## src/rtl/jt49_filt_pkg.sv

```systemverilog
// Shared definitions for the boxcar filter controller and the delay-line users.
// Window length, accumulator width and flush length derive from dw/depth.
package jt49_filt_pkg;

    typedef enum logic {
        FLUSH = 1'b0,
        RUN   = 1'b1
    } filt_state_t;

    function automatic int win_len(input int depth);
        return 1 << depth;
    endfunction

    function automatic int acc_width(input int dw, input int depth);
        return dw + depth;
    endfunction

    // N RAM writes plus the two register stages inside the delay line
    function automatic int flush_len(input int depth);
        return (1 << depth) + 2;
    endfunction

endpackage

```

## src/rtl/jt49_mave_flush.sv

```systemverilog
// FLUSH/RUN sequencer: counts flush ticks until the delay RAM holds only zeros.
module jt49_mave_flush
    import jt49_filt_pkg::*;
#(
    parameter int depth = 10
) (
    input  logic clk,
    input  logic rst_n,
    input  logic cen,
    input  logic clr,
    output logic busy,
    output logic run_start
);

    localparam int FLUSH_N = flush_len(depth);
    localparam logic [depth+1:0] FLUSH_LAST = (depth+2)'(FLUSH_N - 1);

    filt_state_t      st;
    logic [depth+1:0] fcnt;

    always_ff @(posedge clk or negedge rst_n) begin
        if (!rst_n) begin
            st   <= FLUSH;
            fcnt <= '0;
            busy <= 1'b1;
        end else if (cen) begin
            if (clr) begin
                st   <= FLUSH;
                fcnt <= '0;
                busy <= 1'b1;
            end else if (st == FLUSH) begin
                if (fcnt == FLUSH_LAST) begin
                    st   <= RUN;
                    fcnt <= '0;
                    busy <= 1'b0;
                end else begin
                    fcnt <= fcnt + 1'b1;
                end
            end
        end
    end

    // Marks the final flush tick; a simultaneous clr keeps us in FLUSH
    assign run_start = cen && !clr && (st == FLUSH) && (fcnt == FLUSH_LAST);

endmodule

```

## src/rtl/jt49_mave_ctl.sv

```systemverilog
// Boxcar moving average around an external delay line: acc += din - delayed din,
// with a zero-fill flush after reset/clear and a saturating, sticky-error accumulator.
module jt49_mave_ctl
    import jt49_filt_pkg::*;
#(
    parameter int dw    = 8,
    parameter int depth = 10
) (
    input  logic          clk,
    input  logic          rst_n,
    input  logic          cen,
    input  logic          clr,
    input  logic [dw-1:0] din,
    output logic [dw-1:0] dly_din,
    output logic          dly_cen,
    input  logic [dw-1:0] dly_dout,
    output logic [dw-1:0] dout,
    output logic          dout_vld,
    output logic          busy,
    output logic          err
);

    localparam int AW = acc_width(dw, depth);
    localparam int SW = AW + 2;

    logic                 run_start;
    logic [AW-1:0]        acc;
    logic signed [SW-1:0] sum;
    logic [AW-1:0]        acc_nxt;
    logic                 sat;

    // Sign bit set means underflow; bit AW set with sign clear means overflow
    function automatic logic [AW-1:0] clamp_acc(input logic signed [SW-1:0] s);
        if (s[SW-1])
            return '0;
        else if (s[SW-2])
            return '1;
        else
            return s[AW-1:0];
    endfunction

    function automatic logic sat_hit(input logic signed [SW-1:0] s);
        return s[SW-1] | s[SW-2];
    endfunction

    jt49_mave_flush #(.depth(depth)) u_flush (
        .clk       (clk),
        .rst_n     (rst_n),
        .cen       (cen),
        .clr       (clr),
        .busy      (busy),
        .run_start (run_start)
    );

    assign dly_cen = cen;
    assign dly_din = busy ? '0 : din;

    always_comb begin
        sum = $signed({2'b00, acc})
            + $signed({{(SW-dw){1'b0}}, din})
            - $signed({{(SW-dw){1'b0}}, dly_dout});
        acc_nxt = clamp_acc(sum);
        sat     = sat_hit(sum);
    end

    always_ff @(posedge clk or negedge rst_n) begin
        if (!rst_n) begin
            acc      <= '0;
            dout     <= '0;
            dout_vld <= 1'b0;
            err      <= 1'b0;
        end else begin
            dout_vld <= 1'b0;
            if (cen) begin
                if (clr || run_start) begin
                    acc  <= '0;
                    dout <= '0;
                end else if (!busy) begin
                    acc      <= acc_nxt;
                    dout     <= acc_nxt[AW-1:depth];
                    dout_vld <= 1'b1;
                    if (sat)
                        err <= 1'b1;
                end
            end
        end
    end

endmodule

```

## config.mk

```make
export PLATFORM = sky130hd
export DESIGN_NAME = jt49_mave_ctl
export DESIGN_NICKNAME = d
export VERILOG_FILES = /design/src/rtl/jt49_filt_pkg.sv /design/src/rtl/jt49_mave_flush.sv /design/src/rtl/jt49_mave_ctl.sv
export SDC_FILE = /design/constraint.sdc
export NUM_CORES = 1
export LEC_CHECK = 0
export ABC_AREA = 1
export BUFFER_PORTS_ARGS = -buffer_cell sky130_fd_sc_hd__buf_2
export CAP_MARGIN = 10
export CORE_ASPECT_RATIO = 2
export CORE_MARGIN = 1
export CORE_UTILIZATION = 55
export CTS_CLUSTER_DIAMETER = 150
export DETAILED_ROUTE_END_ITERATION = 10
export PLACE_DENSITY = 0.83
export SLEW_MARGIN = 20
export SYNTH_ARGS = -nofsm -noshare
export SYNTH_HDL_FRONTEND = slang
export SYNTH_SLANG_ARGS = --single-unit
export TNS_END_PERCENT = 10
```

## constraint.sdc

```tcl
create_clock -name clk -period 3.67 [get_ports clk]
set_input_delay 0.5505 -clock clk [delete_from_list [all_inputs] [get_ports clk]]
set_output_delay 0.5505 -clock clk [all_outputs]
set_load 0.005 [all_outputs]
```

* Word-level counts from Yosys, hierarchy flattened
Index checks and enable logic that the tools add are counted.
** Storage, ports and cells
- Register bits after elaboration :: 42
- Bits in latches :: 0
- Memory bits (writable) :: 0
- Memory bits (read-only) :: 0
- Output and inout bits :: 20
- Logic and storage cells :: 46
- Memories kept :: 0
** Operators by class
- $add $sub $neg :: 3
- Multipliers :: 0
- Divide/modulo/power cells :: 0
- Magnitude comparators :: 0
- Equal/unequal tests :: 3
- Shifts and indexed selects :: 0
- Muxes and demuxes :: 19
- Bitwise logic cells :: 4
- Reduce and logical (&&, ||, !) cells :: 10
** Operators with widths (count)
- $mux 18 :: 4
- $mux 12 :: 3
- $mux 8 :: 3
- $sub 19x8->20 :: 1
- $add 18x8->19 :: 1
- $add 12x1->12 const B :: 1
- $eq 12x11->1 const B :: 1
- $mux 1 :: 9
- $ne 2x2->1 const B :: 2
- $reduce_and 2->1 :: 2
- $reduce_and 4->1 :: 1
- $logic_and 1x1->1 :: 3
- $not 1->1 :: 3
- $reduce_and 3->1 :: 1
- $reduce_bool 2->1 :: 1
- $logic_not 1->1 :: 1
- $logic_or 1x1->1 :: 1
- $or 1x1->1 :: 1

* Depth between registers and ports, before layout
- Depth after elaboration :: 7
- Mapped depth :: 18
- Gate-level depth less buffers :: 18

* Hierarchy
A second synthesis with hierarchy kept.
** Unflattened totals
- Cell total of the unflattened synthesis :: 488
- Area, all modules :: 3218.1 sq um
** By module, submodules not included
- jt49_mave_ctl :: instances 1, cells each 380, area each 2381.0 sq um, sequential area each 500.5 sq um
- jt49_mave_flush :: instances 1, cells each 108, area each 837.1 sq um, sequential area each 351.6 sq um

* Worst setup path after synthesis
OpenSTA, ideal clock, no wires.
- Kind :: input port to flip-flop
- Start point :: input din[7]
- End point :: register acc[2]
- Library setup time :: 116 ps
- Arrival :: 2473 ps
- Required time :: 3554 ps
- Setup slack :: 1080 ps
- Cell stages on the path :: 14
- Buffers on the path :: 1
- Path through :: inv_1 > fa_1 > inv_1 > ha_1 > a21o_1 > a21oi_2 > nand3_2 > nand2_2 > nand3_1 > nand2_4 > buf_8 > nand2_1 > nand2_1 > nand2_1
** Between the ends
- Word-level cells in the longest chain between the ends :: 6
** RTL lines
- start, declared :: RTL line jt49_mave_ctl.sv:13 : input logic [dw-1:0] din,
- $add 18x8->19 (*) :: RTL line jt49_mave_ctl.sv:60 : + $signed({{(SW-dw){1'b0}}, din})
- $sub 19x8->20 (*) :: RTL line jt49_mave_ctl.sv:61 : - $signed({{(SW-dw){1'b0}}, dly_dout});
- $mux 18 :: RTL line jt49_mave_ctl.sv:36 : else if (s[SW-2])
- $mux 18 (*) :: RTL line jt49_mave_ctl.sv:34 : if (s[SW-1])
- $mux 18 (*) :: RTL line jt49_mave_ctl.sv:78 : end else if (!busy) begin
- $mux 18 (*) :: RTL line jt49_mave_ctl.sv:75 : if (clr || run_start) begin
- end signal, assigned :: RTL line jt49_mave_ctl.sv:79 : acc <= acc_nxt;
- end, declared :: RTL line jt49_mave_ctl.sv:27 : logic [AW-1:0] acc;
Every way passes the cells marked *; elsewhere a longest branch is shown, timed or not. The select of a mux whose other input is x is not followed.
A chain may end at the register's enable or synchronous reset.

* Worst setup path in the final report
- Start point :: input din[7]
- End point :: register acc[4]
The elaborated chain is that of the path after synthesis.

==> flow_summary.yaml <==
setup_path:
  critical_path_required_ps: 3850
  worstSetupEndpointType: "register"
  crit_arrival_ps: 2750
  rrSetupSlack_ps: 1140
  startpoint_type: "input port"
  criticalPathCategory: "in2reg"
  critical_path.max_fanout: 19
synth:
  yosysTopAreaCellShare_pct: 27.0
  syn_area_sq_um: 3060
  synth_area_leader_cell: "dfrtp_1"
  synth_edf_count: 0
  syn_inst: 454
  syn-num-nets: 504
  synthTopCellsByArea: "dfrtp_1 27%, nand2_1 19%, inv_1 9.6%"
  yosysWarnings: 0
  synth_top_flop_cell: "dfrtp_1"
  syn_area_per_cell_sq_um: 6.74
  async_flop_share_pct: 100
  yosysMostFrequentCell: "nand2_1"
  yosysUniqueCellTypes: 36
  ys_seq_area_share_pct: 27.8
  synth-seq-cells: 34
  synth_commonest_cells: "155 x nand2_1, 78 x inv_1, 37 x nor2_1"
global_route:
  track_usage_pct: 29.0
  top_usage_layer: "met2"
  grt_util_met2_pct: 55.0
  grt_pass1_vias: 2878
  antenna_found_initial: 0
  grt_pass1_wl_um: 12300
  grt_use_met1_pct: 25.5
  overflow: 0
  grt_util_met3_pct: 4.24
  grt_max_degree: 35
sta:
  holdWs_ps: 327
  finalCritPeriodShare_pct: 70.1
  worstMarginPinSlew_ps: 828
  slew_headroom_pct: 44.8
  setup_tns_ps: 0
  min_period_ps: 2570
  fmax_ghz: 0.389
  setup_violations: 0
  final-hold-violation-count: 0
  worst_slack_ps: 1100
  final.setup_skew_ps: 9.42
  rsz0062_at_grt: "no"
  slew_viol_final: 0
floorplan:
  num_rows: 38
  die_area_sq_um: 5890
  pin_count: 40
  die_y_um: 108
  die_w_um: 54.8
  start_util_pct: 57.0
  core_sq_um: 5370
clocking:
  clock-root-buffer: "clkbuf_8"
  clock_latency_ps: 300
  numCtsBuffers: 5
  clockBufferDepth: 2
  cts_tree: "built"
  post-cts-setup-buffers: 0
  cts.sinks: 34
  hold_buffers: 0
  cts_resized: 0
  clk_pin_slew_ps: 80
  htreeDepth: 2
placed_design:
  post-place-ws_ps: 817
  portBuffers: 39
  hpwl_um: 6170
  globalplace.congestion: 0.929
  dp.cells: 540
layout:
  drive_gt1_share_pct: 13.9
  fin_cells: 548
  nets: 537
  num_antenna_cells: 0
  area.growth.synth_to_final_pct: 8.54
min_path:
  hp-class: "in2async"
detailed_routing:
  drc: 0
  detail_route.wirelength_um: 7550
  drt-pass1-iter-count: 5
  routedWlPerCell_um: 13.8
  initialDrtViolationCount: 110
  vias: 2938
  via_per_inst: 5.36
  postRouteAntennaNets: 0
power_and_ir_drop:
  ir_worst_vdd_v: 0.000219
  leakage_nw: 1.91
  p_per_area_nw_per_um2: 283
flow_run:
  drv_cap: 0
run_status:
  status: "complete, no violations"
-- placed cells by master, fill, tap and decap left out, drive strengths merged --
cell type  instances
a21boi             1
a21o               1
a21oi             24
a31oi              1
and2               2
buf               39
clkbuf             6
clkinv             1
clkinvlp           1
dfrtp             33
dfstp              1
fa                 8
ha                22
inv               80
nand2            163
nand3             20
nand3b             5
nand4              3
nor2              39
nor3               6
nor3b              3
nor4               1
o21ai             17
or2                1
xnor2              6
xor2               4
-- worst paths after layout --
path | from | end | cells after the start
max | din[7] | acc[4] | 16
min | rst_n | u_flush.fcnt[6] | 1
max reg2reg | acc[4] | dout[3] | 15
min reg2reg | u_flush.fcnt[11] | u_flush.fcnt[11] | 1
max in group asynchronous | rst_n | u_flush.fcnt[11] | 1
min in group clk | u_flush.fcnt[11] | u_flush.fcnt[11] | 1
-- flip-flops by register name, indices dropped and copies added (netlist names) --
signal / cells
u_flush.st: 1
acc: 10
u_flush.fcnt: 12
u_flush.busy: 1
dout: 8
err: 1
dout_vld: 1
-- report_power, final --
group	switching (W)	total (W)	internal [W]
logic	0.000165	0.000254	0.0000895
clock network	0.000150	0.000301	0.000151
registers	0.00000533	0.000385	0.000380
total	0.000320	0.000941	0.000620
-- worst max-delay path: stages --
cell	delay (ps)
buf_2	80
inv_1	50
fa_1	530
inv_1	50
ha_1	350
nand2_1	160
nor2_2	160
nand3_1	110
nand3_2	110
nand2_2	60
nand2_1	70
nand2_2	60
nand2_4	180
nand2_1	90
nand2_1	70
nand2_1	50
-- kinds of logic after synthesis --
group,share of synthesized area (%)
adders and majority gates,14.2
AOI/OAI and AO/OA,7.77
buffers and inverters,13.3
xor gates and xnor gates,2.86
and+or+nand+nor,34.0
DFF,27.8
-- stage by stage --
stage / cell area, sq um / utilization (%) / power, W
detailed placement: 3230 / 60.1 / 0.000643
floorplan: 3060 / - / 0.000578
global placement: 3230 / 60.1 / 0.000638
CTS: 3320 / 61.9 / 0.000938
global route: 3320 / 61.9 / 0.000992
finish: 3320 / 61.9 / 0.000941
-- layout make-up --
type | instances | area (sq um)
well taps | 60 | 75.1
clock buffers | 6 | 82.6
fillers | 507 | 2050
clock inverters | 2 | 12.5
inverters | 80 | 303
repair buffers | 39 | 195
flip-flops and latches | 34 | 852
multi-input cells | 327 | 1800
-- routing by layer --
metal	routed length [um]	vias up
met5	0	-
met4	474	0
met2	4360	68
met3	190	30
li1	-	1451
met1	2530	1389
Power figures use the tool's default switching activity.
